===== src/rtl/multimode_reg.sv =====
// multimode_reg: WIDTH-bit register with hold/load/JK/toggle/shift/inc/dec modes,
// registered serial-out and terminal-count flags for chaining.
`default_nettype none

module multimode_reg #(
    parameter int               WIDTH     = 8,
    parameter logic [WIDTH-1:0] RESET_VAL = '0,
    parameter bit               SAT       = 1'b0
) (
    input  logic             CLK,
    input  logic             nRST,
    input  logic             SCLR,
    input  logic             EN,
    input  logic [2:0]       MODE,
    input  logic [WIDTH-1:0] D,
    input  logic [WIDTH-1:0] J,
    input  logic [WIDTH-1:0] K,
    input  logic             SI,
    output logic [WIDTH-1:0] Q,
    output logic [WIDTH-1:0] nQ,
    output logic             SO,
    output logic             TC
);

    localparam logic [2:0] MODE_HOLD = 3'b000;
    localparam logic [2:0] MODE_LOAD = 3'b001;
    localparam logic [2:0] MODE_JK   = 3'b010;
    localparam logic [2:0] MODE_TOG  = 3'b011;
    localparam logic [2:0] MODE_SHL  = 3'b100;
    localparam logic [2:0] MODE_SHR  = 3'b101;
    localparam logic [2:0] MODE_INC  = 3'b110;
    localparam logic [2:0] MODE_DEC  = 3'b111;

    localparam logic [WIDTH-1:0] ONE      = WIDTH'(1);
    localparam logic [WIDTH-1:0] ALL_ONES = '1;

    logic [WIDTH-1:0] q_reg;
    logic             so_reg;
    logic             tc_reg;

    logic [WIDTH-1:0] q_next;
    logic             so_next;
    logic             tc_next;

    logic [WIDTH-1:0] shl_val;
    logic [WIDTH-1:0] shr_val;
    logic             shl_out;
    logic             shr_out;

    // A 1-bit register has no interior bits, so both shifts collapse to Q<=SI.
    generate
        if (WIDTH == 1) begin : g_shift_narrow
            assign shl_val = SI;
            assign shr_val = SI;
            assign shl_out = q_reg[0];
            assign shr_out = q_reg[0];
        end else begin : g_shift_wide
            assign shl_val = {q_reg[WIDTH-2:0], SI};
            assign shr_val = {SI, q_reg[WIDTH-1:1]};
            assign shl_out = q_reg[WIDTH-1];
            assign shr_out = q_reg[0];
        end
    endgenerate

    always_comb begin
        q_next  = q_reg;
        so_next = so_reg;
        tc_next = 1'b0;
        if (SCLR) begin
            q_next  = RESET_VAL;
            so_next = 1'b0;
        end else if (EN) begin
            case (MODE)
                MODE_HOLD: q_next = q_reg;
                MODE_LOAD: q_next = D;
                MODE_JK:   q_next = (J & ~q_reg) | (~K & q_reg);
                MODE_TOG:  q_next = q_reg ^ D;
                MODE_SHL: begin
                    q_next  = shl_val;
                    so_next = shl_out;
                end
                MODE_SHR: begin
                    q_next  = shr_val;
                    so_next = shr_out;
                end
                MODE_INC: begin
                    if (q_reg == ALL_ONES) begin
                        tc_next = 1'b1;
                        q_next  = SAT ? q_reg : '0;
                    end else begin
                        q_next = q_reg + ONE;
                    end
                end
                MODE_DEC: begin
                    if (q_reg == '0) begin
                        tc_next = 1'b1;
                        q_next  = SAT ? q_reg : ALL_ONES;
                    end else begin
                        q_next = q_reg - ONE;
                    end
                end
                default: q_next = q_reg;
            endcase
        end
    end

    always_ff @(posedge CLK or negedge nRST) begin
        if (!nRST) begin
            q_reg  <= RESET_VAL;
            so_reg <= 1'b0;
            tc_reg <= 1'b0;
        end else begin
            q_reg  <= q_next;
            so_reg <= so_next;
            tc_reg <= tc_next;
        end
    end

    assign Q  = q_reg;
    assign nQ = ~q_reg;
    assign SO = so_reg;
    assign TC = tc_reg;

endmodule

`default_nettype wire

===== config.mk =====
export PLATFORM = sky130hd
export DESIGN_NAME = multimode_reg
export DESIGN_NICKNAME = d
export VERILOG_FILES = /design/src/rtl/multimode_reg.sv
export SDC_FILE = /design/constraint.sdc
export NUM_CORES = 1
export LEC_CHECK = 0
export CAP_MARGIN = 20
export CORE_AREA = 3 3 63 65
export CTS_CLUSTER_SIZE = 20
export DETAILED_ROUTE_END_ITERATION = 12
export DIE_AREA = 0 0 66 68
export GPL_TIMING_DRIVEN = 0
export MAX_ROUTING_LAYER = met4
export PLACE_DENSITY = 0.85
export SLEW_MARGIN = 20
export SYNTH_ARGS = -nofsm -noshare
export SYNTH_HDL_FRONTEND = slang
export SYNTH_SLANG_ARGS = --single-unit

===== constraint.sdc =====
create_clock -name CLK -period 1.7 [get_ports CLK]
set_clock_uncertainty 0.1 [all_clocks]
set_input_delay 0.255 -clock CLK [delete_from_list [all_inputs] [get_ports CLK]]
set_output_delay 0.255 -clock CLK [all_outputs]
set_load 0.03 [all_outputs]

==> impl_metrics.toml, run 1 <==
[power]
irDropWorstVdd_mv = 0.213
leakage_nw = 0.896
power_density_mw_per_mm2 = 629
fin_total_pwr_w = 0.00137

[synth]
ys_ff_latch = 10
synthMuxAreaShare_pct = 6.53
syn_nets = 224
syn-cell-area_mm2 = 0.00142
yosys_warnings = 0
yosysSeqAreaShare_pct = 17.7
netlist-cell-type-count = 53
yosys.area_share.adder_pct = 2.65
synth_top_family_by_area = "compound AO/OA/AOI/OAI gates"
syn_area_per_cell_um2 = 7.50
synthFlopType = "dfrtp_1"
synthSimpleGateAreaFrac_pct = 26.1
async_reset_ff_share_pct = 100
synth_compound_area_share_pct = 28.6
synth_edf_count = 0
yosys.area_share.xor_xnor_pct = 8.65
synthCells = 189

[finish]
seqCellArea_um2 = 258
area_delta_synth_final_pct = 53.6
multi_input_area_mm2 = 0.00113
fin_cells = 293
final_core_util_pct = 64.2
layout_common_cells = "clkdlybuf4s50_1 (31), nor2_1 (17), nand2_1 (17)"
layout-drive-gt1-share_pct = 28.3
fin_nets = 284
antenna_cells = 0
mostFrequentLayoutCell = "clkdlybuf4s50_1"
fillers = 298

[clock_tree]
cts_tree = "yes"
cts_buffers = 3
cts_buffer_depth = 2
root_buffer = "clkbuf_4"
postCtsHoldBufs = 0
worstSkewPairLatency_ns = 0.28
clock_sinks = 10
path_clk_slew_ns = 0.06
htree_levels = 1

[grt]
grt_overflow = 0
grt_pass1_wl_um = 8120
track_usage_pct = 24.0
antenna_found_initial = 0
grt_max_degree = 11
grt_pass1_vias = 1658

[floorplanning]
fp.dieW_um = 66
num_rows = 21
ios = 50
dieArea_mm2 = 0.00449
core_area_mm2 = 0.00339
chipHeight_um = 68
initial_core_util_pct = 41.8

[routing]
drtIter0Drc = 176
drc = 0
dr.pass1.iters = 5
wl_per_cell_um = 17.4
vias = 1736
finalWirelength_um = 5100
postRouteAntennaNets = 0
viasPerCell = 5.92

[critical_path]
worstPathRequired_ns = 1.76
max_stage_delay_ns = 0.50
r2r_cells = 6
rrSetupSlack_ns = -0.18
critPathKind = "reg -> reg"
r2r-end = "Q[5]"
crit_fanout = 3
crit_start = "Q[2]"
slowest_stage = "or4_4"
rr_startpoint = "Q[2]"
start_kind = "flop"
arrival_ns = 1.94
cp_cell_sequence = "buf_6, or4_4, nor2_4, xnor2_1, o211ai_1, a221o_1"
worstSetupEndpointType = "flop"

[timing]
tightest_slew_ns = 0.580
drv_slew = 0
slew_headroom_pct = 60.3
setup_slack_ns = -0.183
min_period_over_period_pct = 111
finalHoldViolations = 0
final-setup-viol-count = 8
fmax_mhz = 531
period_minus_slack_ns = 1.88
grt_setup_unrepaired = "yes"

[status]
failed_checks = "setup timing"
status = "finished with violations"

[placed_design]
place_ws_ns = -0.474
place_hpwl_um = 3800
routabilityCongestion = 0.975
port_buffers = 47
place_inst = 282

[hold_path]
hp-class = "in -> async"

[flow_run]
maxCapViolCount = 0
registers in the layout (all words and copies together), names as in the netlist:
| signal | flops |
|---|---|
| TC | 1 |
| Q | 8 |
| SO | 1 |
critical path: cells and delay by family, from the launching register on:
family	cells	cell delay (ns)
AO/OA/AOI/OAI	2	0.42
flip-flops	1	0.40
AND/OR/NAND/NOR	2	0.61
XOR/XNOR	1	0.12
buffers and inverters	1	0.12
synthesized netlist by cell type (all sizes together) (3+ instances only):
cell    number  area, µm²
o21ai        8       40.0
ha           3       37.5
mux2i        7       70.1
nor2        20       80.1
buf         14       82.6
o211ai       4       30.0
a311oi       5       43.8
a21oi       13       76.3
nand2b       4       25.0
clkbuf       3       15.0
a211oi       3       27.5
inv         11       41.3
xnor2        9       78.8
a22o         4       35.0
nand4        4       25.0
nand3        7       35.0
dfrtp       10        250
xor2         5       43.8
nand2       17       63.8
o31ai        3       22.5
and3         4       25.0
cell type report:
class	count	area share (%)
inverter	11	2.41
multi-input combinational	151	52.0
clock buffer	3	1.03
buffer	17	6.03
timing repair buffer	55	24.1
tap	46	2.64
sequential	10	11.8
worst max-delay path by stage:
stage,end,slack [ns],cells after the start
after CTS,Q[5],-0.19,6
final,Q[5],-0.18,6
after floorplan,Q[4],-0.29,8
after detailed placement,Q[0],-0.47,7
after global routing,Q[5],-0.23,6
after global placement,Q[0],-0.50,7
timing repair:
| action | 4_1_cts | 5_1_grt |
|---|---|---|
| buffers inserted | 6 | 2 |
| setup endpoints to repair | 21 | 16 |
| gates resized for setup | 50 | 14 |
| pin swaps | 12 | 3 |
through the flow:
| stage | setup TNS [ns] | area (µm²) | hold WS [ns] |
|---|---|---|---|
| floorplan | -1.42 | 1460 | -0.141 |
| global route | -1.33 | 2180 | 0.225 |
| global placement | -3.70 | 1990 | 0.483 |
| finish | -0.679 | 2180 | 0.190 |
| detailed placement | -3.67 | 1990 | 0.495 |
| CTS | -0.834 | 2140 | 0.212 |
cells by family after synthesis:
| family | count (synthesis) |
|---|---|
| AO/OA/AOI/OAI | 56 |
| XOR/XNOR | 14 |
| adder cells (fa/ha/maj) | 3 |
| buffers and inverters | 28 |
| flip-flops | 10 |
| multiplexers | 9 |
| AND/OR/NAND/NOR | 69 |
layer usage:
layer / vias to the layer above / global-route usage [%] / routed length [µm]
li1: 816 / - / -
met1: 787 / 30.6 / 2090
met2: 116 / 38.8 / 2330
met3: 17 / 2.63 / 538
met4: 0 / 10.4 / 145
met5: - / - / 0
power breakdown:
| part | total [W] | internal, W | switching (W) |
|---|---|---|---|
| Sequential | 0.000299 | 0.000270 | 0.0000295 |
| Clock | 0.000166 | 0.0000820 | 0.0000843 |
| Combinational | 0.000904 | 0.000402 | 0.000502 |
No activity file was read; power rests on OpenSTA's default activity.
==> run 2, diff against run 1 <==
--- a/config.mk
+++ b/config.mk
@@ -6,13 +6,13 @@
 export NUM_CORES = 1
 export LEC_CHECK = 0
 export CAP_MARGIN = 20
-export CORE_AREA = 3 3 63 65
+export CORE_AREA = 3 3 68 70
 export CTS_CLUSTER_SIZE = 20
 export DETAILED_ROUTE_END_ITERATION = 12
-export DIE_AREA = 0 0 66 68
+export DIE_AREA = 0 0 71 73
 export GPL_TIMING_DRIVEN = 0
 export MAX_ROUTING_LAYER = met4
-export PLACE_DENSITY = 0.85
+export PLACE_DENSITY = 0.76
 export SLEW_MARGIN = 20
 export SYNTH_ARGS = -nofsm -noshare
 export SYNTH_HDL_FRONTEND = slang
==> run 2 against run 1 <==
Net effect:
- the run still ends with setup timing left
- non-clock buffer count decreased by 1
- register-to-register slack about the same
- largest power group unchanged
- critical endpoint unchanged
- largest cell class unchanged
- worst hold slack improved by 0.064 ns
- flip-flop and latch count unchanged
- total power increased by 11%
==> impl_metrics.toml, run 2 (synthesis gave the netlist of run 1 again) <==
[grt]
grt_pass1_wl_um = 8270
grt_overflow = 0
grt_max_degree = 11
antenna_found_initial = 0
grt_pass1_vias = 1594
track_usage_pct = 20.9

[critical_path]
r2r_cells = 6
slowest_stage = "or4_4"
start_kind = "flop"
rr_startpoint = "Q[2]"
worstSetupEndpointType = "flop"
cp_cell_sequence = "buf_6, or4_4, nor2_4, xnor2_1, o211ai_1, a221o_1"
worstPathRequired_ns = 1.73
crit_start = "Q[2]"
critPathKind = "reg -> reg"
arrival_ns = 1.92
crit_fanout = 4
max_stage_delay_ns = 0.50

[routing]
postRouteAntennaNets = 0
viasPerCell = 5.77
drtIter0Drc = 187
dr.pass1.iters = 4
finalWirelength_um = 5350
drc = 0
wl_per_cell_um = 18.0
vias = 1715

[clock_tree]
cts_buffers = 3
htree_levels = 1
postCtsHoldBufs = 0
cts_buffer_depth = 2
root_buffer = "clkbuf_8"
path_clk_slew_ns = 0.06
worstSkewPairLatency_ns = 0.25
clock_sinks = 10
cts_tree = "yes"

[timing]
grt_setup_unrepaired = "yes"
tightest_slew_ns = 0.521
final-setup-viol-count = 8
period_minus_slack_ns = 1.89
min_period_over_period_pct = 111
drv_slew = 0
slew_headroom_pct = 65.2
setup_slack_ns = -0.190
fmax_mhz = 529
finalHoldViolations = 0

[finish]
largest_reg_flops = 8
layout-drive-gt1-share_pct = 27.1
fillers = 400
mostFrequentLayoutCell = "clkdlybuf4s50_1"
fin_cells = 297
top_register = "Q"
area_delta_synth_final_pct = 53.6
antenna_cells = 0
fin_nets = 283
layout_common_cells = "clkdlybuf4s50_1 (33), nor2_1 (18), nand2_1 (16)"

[status]
failed_checks = "setup timing"
status = "finished with violations"

[placed_design]
place_hpwl_um = 3950
routabilityCongestion = 1.00
port_buffers = 47
place_inst = 286
place_ws_ns = -0.459

[floorplanning]
num_rows = 23
ios = 50
chipHeight_um = 73
core_area_mm2 = 0.00403
fp.dieW_um = 71
initial_core_util_pct = 35.2
dieArea_mm2 = 0.00518

[power]
power_density_mw_per_mm2 = 700
fin_total_pwr_w = 0.00152
irDropWorstVdd_mv = 0.254
leakage_nw = 0.879

[hold_path]
hp-class = "in -> async"

[flow_run]
maxCapViolCount = 0
## run 2: cell count changes in the layout (fill, tap and decap cells not counted), moves of 2 or more
cell,delta
clkbuf_8,+4
clkbuf_4,-3
buf_2,+2
clkdlybuf4s50_1,+2
nor3_2,-2
## run 2: path summary, 6_finish.rpt
| kind | endpoint | slack (ns) |
|---|---|---|
| setup reg to reg | Q[5] | -0.19 |
| max in group asynchronous | Q[6] | 0.86 |
| min in group CLK | TC | 0.42 |
| hold / removal | Q[3] | 0.25 |
| setup / recovery | Q[5] | -0.19 |
| hold reg to reg | SO | 0.51 |
## run 2: worst max-delay path, delay by kind of cell, from the launching register on
kind / cells / cell delay, ns
XOR/XNOR: 1 / 0.11
AND/OR/NAND/NOR: 2 / 0.60
AO/OA/AOI/OAI: 2 / 0.40
buffers and inverters: 1 / 0.13
flip-flops: 1 / 0.42
## run 2: cell type report
class	instances	area [µm²]	share of cell area (%)
tap	50	62.6	2.87
sequential	10	256	11.8
buffer	17	123	5.63
timing repair buffer	54	498	22.9
inverter	11	52.6	2.41
multi-input combinational	151	1130	51.9
clock buffer	4	55.1	2.53
## run 2: metrics by stage
stage | util, % | setup TNS, ns | instance area (µm²) | hold slack (ns)
after global placement | 49.6 | -3.67 | 2000 | 0.473
after floorplan | - | -1.42 | 1460 | -0.141
final | 54.0 | -0.761 | 2180 | 0.254
after global routing | 54.0 | -1.24 | 2180 | 0.302
after detailed placement | 49.6 | -3.45 | 2000 | 0.497
after CTS | 53.6 | -0.692 | 2160 | 0.276
## run 2: per-layer routing
metal | up-vias | wire length, µm | global-route usage, %
li1 | 813 | - | -
met1 | 806 | 2320 | 28.6
met2 | 86 | 2470 | 32.5
met3 | 10 | 458 | 2.20
met4 | 0 | 98 | 6.26
met5 | - | 0 | -
## run 2: power breakdown
group	switching [W]	internal (W)	total (W)
Combinational	0.000511	0.000399	0.000910
Sequential	0.0000286	0.000269	0.000298
Clock	0.000112	0.000205	0.000316
## run 2: repair_timing
item	CTS	global route
setup endpoints to repair	20	15
pin swaps	7	4
gates cloned	0	0
resized for setup	45	11
setup buffers	6	1
